### src/rtl/key_debounce_if.sv
// Signal bundle between the raw contact inputs and the debounced key outputs.
// The master drives the raw levels; the debouncer (slave) drives everything else.
interface key_debounce_if #(
  parameter int N_KEYS = 5
);
  logic [N_KEYS-1:0] keys_raw;
  logic [N_KEYS-1:0] keys_level;
  logic [N_KEYS-1:0] keys_press;
  logic [N_KEYS-1:0] keys_release;
  logic              any_press;

  modport master (
    output keys_raw,
    input  keys_level, keys_press, keys_release, any_press
  );

  modport slave (
    input  keys_raw,
    output keys_level, keys_press, keys_release, any_press
  );
endinterface

### src/rtl/key_debounce.sv
// Per-channel synchroniser + debounce FSM for the vending machine buttons and coin
// switches; produces a clean level plus single-cycle press/release pulses.
module key_debounce #(
  parameter int N_KEYS          = 5,
  parameter int DEBOUNCE_CYCLES = 2_000_000,
  parameter int CNT_W           = $clog2(DEBOUNCE_CYCLES)
) (
  input  logic            clk,
  input  logic            reset,
  key_debounce_if.slave   bus
);

  typedef enum logic [1:0] {
    IDLE,
    ARM_HI,
    HELD,
    ARM_LO
  } state_t;

  localparam logic [CNT_W-1:0] CNT_LAST = CNT_W'(DEBOUNCE_CYCLES - 1);

  logic [N_KEYS-1:0] s1;
  logic [N_KEYS-1:0] s2;
  state_t            state [N_KEYS];
  logic [CNT_W-1:0]  cnt   [N_KEYS];
  logic [N_KEYS-1:0] level_q;
  logic [N_KEYS-1:0] press_q;
  logic [N_KEYS-1:0] release_q;

  // NOTE: sequential state uses non-blocking assignments so every flop samples
  // the pre-edge value of its neighbours (s2 must see the old s1, not the new one).
  always_ff @(posedge clk or negedge reset) begin
    if (!reset) begin
      s1 <= '0;
      s2 <= '0;
    end else begin
      s1 <= bus.keys_raw;
      s2 <= s1;
    end
  end

  // NOTE: the per-channel state/counter arrays are plain flops, not RAM, so they
  // are cleared by the asynchronous reset like any other register.
  always_ff @(posedge clk or negedge reset) begin
    if (!reset) begin
      for (int i = 0; i < N_KEYS; i++) begin
        state[i] <= IDLE;
        cnt[i]   <= '0;
      end
      level_q   <= '0;
      press_q   <= '0;
      release_q <= '0;
    end else begin
      press_q   <= '0;
      release_q <= '0;
      for (int i = 0; i < N_KEYS; i++) begin
        case (state[i])
          IDLE: begin
            if (s2[i]) begin
              state[i] <= ARM_HI;
              cnt[i]   <= '0;
            end
          end
          ARM_HI: begin
            if (!s2[i]) begin
              state[i] <= IDLE;
            end else if (cnt[i] == CNT_LAST) begin
              state[i]   <= HELD;
              level_q[i] <= 1'b1;
              press_q[i] <= 1'b1;
            end else begin
              cnt[i] <= cnt[i] + 1'b1;
            end
          end
          HELD: begin
            if (!s2[i]) begin
              state[i] <= ARM_LO;
              cnt[i]   <= '0;
            end
          end
          ARM_LO: begin
            if (s2[i]) begin
              state[i] <= HELD;
            end else if (cnt[i] == CNT_LAST) begin
              state[i]     <= IDLE;
              level_q[i]   <= 1'b0;
              release_q[i] <= 1'b1;
            end else begin
              cnt[i] <= cnt[i] + 1'b1;
            end
          end
          default: state[i] <= IDLE;
        endcase
      end
    end
  end

  // Output stage: keeps every output a flop and puts level and pulse in the same cycle.
  always_ff @(posedge clk or negedge reset) begin
    if (!reset) begin
      bus.keys_level   <= '0;
      bus.keys_press   <= '0;
      bus.keys_release <= '0;
      bus.any_press    <= 1'b0;
    end else begin
      bus.keys_level   <= level_q;
      bus.keys_press   <= press_q;
      bus.keys_release <= release_q;
      bus.any_press    <= |press_q;
    end
  end

endmodule

### src/flat_wrapper.sv
// flat-port wrapper written by rule: the top's interface ports become plain ports
module key_debounce_flat 
#(
  parameter int N_KEYS          = 5,
  parameter int DEBOUNCE_CYCLES = 2_000_000,
  parameter int CNT_W           = $clog2(DEBOUNCE_CYCLES)
)
  (clk, reset, bus_keys_raw, bus_keys_level, bus_keys_press, bus_keys_release, bus_any_press);
  key_debounce_if #(.N_KEYS(N_KEYS)) bus_i ();
  input  logic clk;
  input  logic reset;
  input wire logic [$bits(bus_i.keys_raw)-1:0] bus_keys_raw;
  output wire logic [$bits(bus_i.keys_level)-1:0] bus_keys_level;
  output wire logic [$bits(bus_i.keys_press)-1:0] bus_keys_press;
  output wire logic [$bits(bus_i.keys_release)-1:0] bus_keys_release;
  output wire logic [$bits(bus_i.any_press)-1:0] bus_any_press;
  assign bus_i.keys_raw = bus_keys_raw;
  assign bus_keys_level = bus_i.keys_level;
  assign bus_keys_press = bus_i.keys_press;
  assign bus_keys_release = bus_i.keys_release;
  assign bus_any_press = bus_i.any_press;
  key_debounce #(.N_KEYS(N_KEYS), .DEBOUNCE_CYCLES(DEBOUNCE_CYCLES), .CNT_W(CNT_W)) u_core (.clk(clk), .reset(reset), .bus(bus_i));
endmodule
### config.mk
export PLATFORM = sky130hd
export DESIGN_NAME = key_debounce_flat
export DESIGN_NICKNAME = d
export VERILOG_FILES = /design/src/rtl/key_debounce_if.sv /design/src/rtl/key_debounce.sv /design/src/flat_wrapper.sv
export SDC_FILE = /design/constraint.sdc
export NUM_CORES = 1
export LEC_CHECK = 0
export ABC_AREA = 0
export CAP_MARGIN = 20
export CORE_MARGIN = 2
export CORE_UTILIZATION = 35
export CTS_BUF_LIST = sky130_fd_sc_hd__clkbuf_8
export CTS_CLUSTER_DIAMETER = 120
export DETAILED_ROUTE_END_ITERATION = 7
export HOLD_SLACK_MARGIN = 0.1
export SLEW_MARGIN = 0
export SYNTH_ARGS = -nofsm -noshare
export SYNTH_HDL_FRONTEND = slang
export SYNTH_SLANG_ARGS = --single-unit
### constraint.sdc
create_clock -name clk -period 5.8 [get_ports clk]
set_clock_uncertainty 0.2 [all_clocks]
set_input_delay 0.58 -clock clk [delete_from_list [all_inputs] [get_ports clk]]
set_output_delay 0.58 -clock clk [all_outputs]
set_load 0.01 [all_outputs]
==> results.py <==
metrics = {
    "cells_and_area": {
        "fillCellCount": 2131,
        "final-seq-area_um2": 3904,
        "postLayoutCoreUtil": 0.3939,
        "diodes": 0,
        "multiInputGateArea_um2": 3583,
        "mostFrequentLayoutCell": "dfrtp_1",
        "final_net_count": 846,
        "drive_gt1_frac": 0.06280,
        "layout_common_cells": "dfrtp_1, nand2_1, nor2_1",
        "syn2layout_area_growth_pct": 11.11,
        "finalInstanceArea_um2": 8543,
    },
    "synth": {
        "yosys_most_used_dff": "dfrtp_1",
        "synth_largest_area_cell": "dfrtp_1",
        "synth_edf_count": 0,
        "synth_cell_type_count": 60,
        "syn_avg_cell_area_um2": 9.411,
        "synth_top_area_frac": 0.5077,
        "synthSimpleGateAreaFrac": 0.2740,
        "synth_fa_ha_area_frac": 0.008137,
        "synthCells": 817,
        "syn-num-nets": 829,
        "synth.mux.area_fraction": 0.02376,
        "synth_area_um2": 7689,
        "postSynth.asyncResetShare": 1.000,
        "synthTopCellsByArea": "dfrtp_1, nand2_1, nand3_1",
        "ys_seq_area_frac": 0.5077,
        "yosys_warnings": 0,
        "synthXorXnorAreaFrac": 0.04101,
        "synth_top_family_by_area": "simple AND/OR/NAND/NOR gates",
        "synth_compound_area_frac": 0.1191,
        "ys_seq_elements": 156,
    },
    "timing": {
        "relSlewSlack": 0.3734,
        "tightest_slew_ns": 0.9331,
        "timing.fmax_mhz": 371.4,
        "tns_ns": 0,
        "grt_setup_unrepaired": "no",
        "period_share": 0.4642,
        "period_needed_ns": 2.693,
        "final-max-slew-violation-count": 0,
        "setup_violations": 0,
        "hold_viol": 0,
    },
    "worst_setup_path": {
        "cp_slowest_stage_delay_ns": 0.54,
        "slowest_stage": "o21ai_1",
        "cp-startpoint": "u_core.cnt[42]",
        "crit_chain": "ha_1 -> nand3_1 -> or2_2 -> o21ai_1 -> buf_4 -> nor4_1 -> a211o_1",
        "cp_top_family": "compound AO/OA/AOI/OAI gates",
        "crit_path_end": "u_core.cnt[60]",
        "crit_type": "register to register",
        "cp.arrival_ns": 2.84,
        "r2r-end": "u_core.cnt[60]",
        "timing.reg2reg.setup_slack_ns": 3.11,
        "cp_max_fo": 14,
        "required_ns": 5.95,
        "r2r_start": "u_core.cnt[42]",
        "cp-start-kind": "register",
        "worst-path-buf-inv": 1,
        "worst_r2r_path_depth": 7,
        "endpoint_kind": "register",
        "critical_path_depth": 7,
    },
    "cts": {
        "cts_setup_buffers": 0,
        "cts_tree": "done",
        "cts.sinks": 156,
        "htreeDepth": 4,
        "clk_latency_ns": 0.45,
        "cts.clk_slew.worst_paths_ns": 0.08,
        "numCtsBuffers": 17,
        "clock-root-buffer": "clkbuf_8",
        "clk_path_buf_depth": 2,
    },
    "route": {
        "drtPass1Iterations": 4,
        "ant_nets": 0,
        "drcViolationCount": 0,
        "drtIter0Drc": 304,
        "wirelength_um": 16000,
        "routedWlPerCell_um": 14.24,
        "via_per_inst": 5.386,
        "vias": 6054,
    },
    "worst_hold_path": {
        "hp-class": "register to register",
    },
    "floorplanning": {
        "rows": 54,
        "die_w_um": 152.2,
        "start_util": 0.3545,
        "num_io_pins": 23,
        "dieArea_um2": 23170,
        "core_area_um2": 21690,
        "chipHeight_um": 152.2,
    },
    "global_route": {
        "antenna_found_initial": 0,
        "grt_max_degree": 98,
        "grt.total_usage": 0.1445,
        "grt_overflow": 0,
        "grt_pass1_wl_um": 28090,
        "grt_pass1_vias": 5587,
    },
    "placement": {
        "hpwl_um": 10460,
        "dpl_cell_area_um2": 8179,
        "io_buffers": 22,
        "gp_congestion": 0.7902,
    },
    "run": {
        "max-cap-violations": 0,
    },
    "outcome": {
        "status": "finished, final reports clean",
    },
    "pwr": {
        "vdd_ir_drop_max_v": 0.0001281,
        "p_per_area_nw_per_um2": 234.6,
        "fin_total_pwr_w": 0.002004,
        "leakagePower_nw": 3.599,
    },
}
## kinds of logic after synthesis
| kind of cell | count (synthesis) |
|---|---|
| AND/OR/NAND/NOR | 406 |
| flip-flops | 156 |
| AO/OA/AOI/OAI | 145 |
| buffers and inverters | 51 |
| XOR/XNOR | 36 |
| multiplexers | 18 |
| adder cells (fa/ha/maj) | 5 |
## synth_stat cells (all sizes together) (18+ instances only)
| cell type | number |
|---|---|
| dfrtp | 156 |
| nand2 | 93 |
| nor2 | 81 |
| nand3 | 62 |
| o21ai | 51 |
| nor3 | 32 |
| a21oi | 31 |
| clkbuf | 30 |
| nand4 | 30 |
| and3 | 21 |
| nor4 | 20 |
| xor2 | 20 |
| inv | 18 |
## power breakdown
part / leakage [nW] / total [W] / switching, W / internal [W]
logic: 1.29 / 0.000104 / 0.0000665 / 0.0000379
clock network: 0.172 / 0.000742 / 0.000400 / 0.000342
registers: 2.13 / 0.00116 / 0.0000443 / 0.00111
total: 3.60 / 0.00200 / 0.000511 / 0.00149
## what timing repair did
item,CTS,global route
hold buffers,1,0
endpoints found under the hold margin,96,0
resized for setup,0,0
## how the worst min path moves through the flow
stage | depth (start not counted) | slack [ns] | end | startpoint
final | 0 | 0.15 | u_core.bus.keys_release[2] | u_core.release_q[2]
after global routing | 0 | 0.15 | u_core.bus.keys_release[2] | u_core.release_q[2]
after CTS | 0 | 0.15 | u_core.bus.keys_release[2] | u_core.release_q[2]
after detailed placement | 0 | 0.13 | u_core.bus.keys_release[0] | u_core.release_q[0]
after global placement | 0 | 0.13 | u_core.bus.keys_release[1] | u_core.release_q[1]
after floorplan | 0 | 0.08 | asynchronous set/reset pin | reset
## layout make-up
class                   instances  share of cell area
repair buffers                 31             0.03412
inverters                      18            0.007909
multi-input cells             610              0.4194
clock inverters                11             0.01157
well taps                     280             0.04101
flip-flops and latches        156              0.4569
clock buffers                  18             0.02900
## flip-flops by register name, indices dropped and copies added, names as in the netlist, named ones only
name and count:
u_core.press_q 5, u_core.level_q 5, u_core.s1 5, u_core.bus.keys_press 5, u_core.release_q 5, u_core.s2 5, u_core.bus.keys_level 5, u_core.bus.any_press 1
u_core.state 5, u_core.bus.keys_release 5, u_core.cnt 105
## through the flow
stage                     hold WS (ns)  instances  setup slack, ns
after detailed placement        0.1347       1093            3.110
after global placement          0.1339       1093            3.183
final                           0.1503       1124            3.107
after global routing            0.1514       1124            2.915
after CTS                       0.1491       1123            3.104
after floorplan                0.08441        817            3.421
## layer usage
metal | vias to the layer above | global-route usage | wire, um
li1 | 3019 | - | -
met1 | 2961 | 0.2078 | 8161
met2 | 62 | 0.2186 | 7224
met3 | 12 | 0.03328 | 438
met4 | 0 | 0.04228 | 179
met5 | - | 0 | 0
No activity file was read; power rests on OpenSTA's default activity.
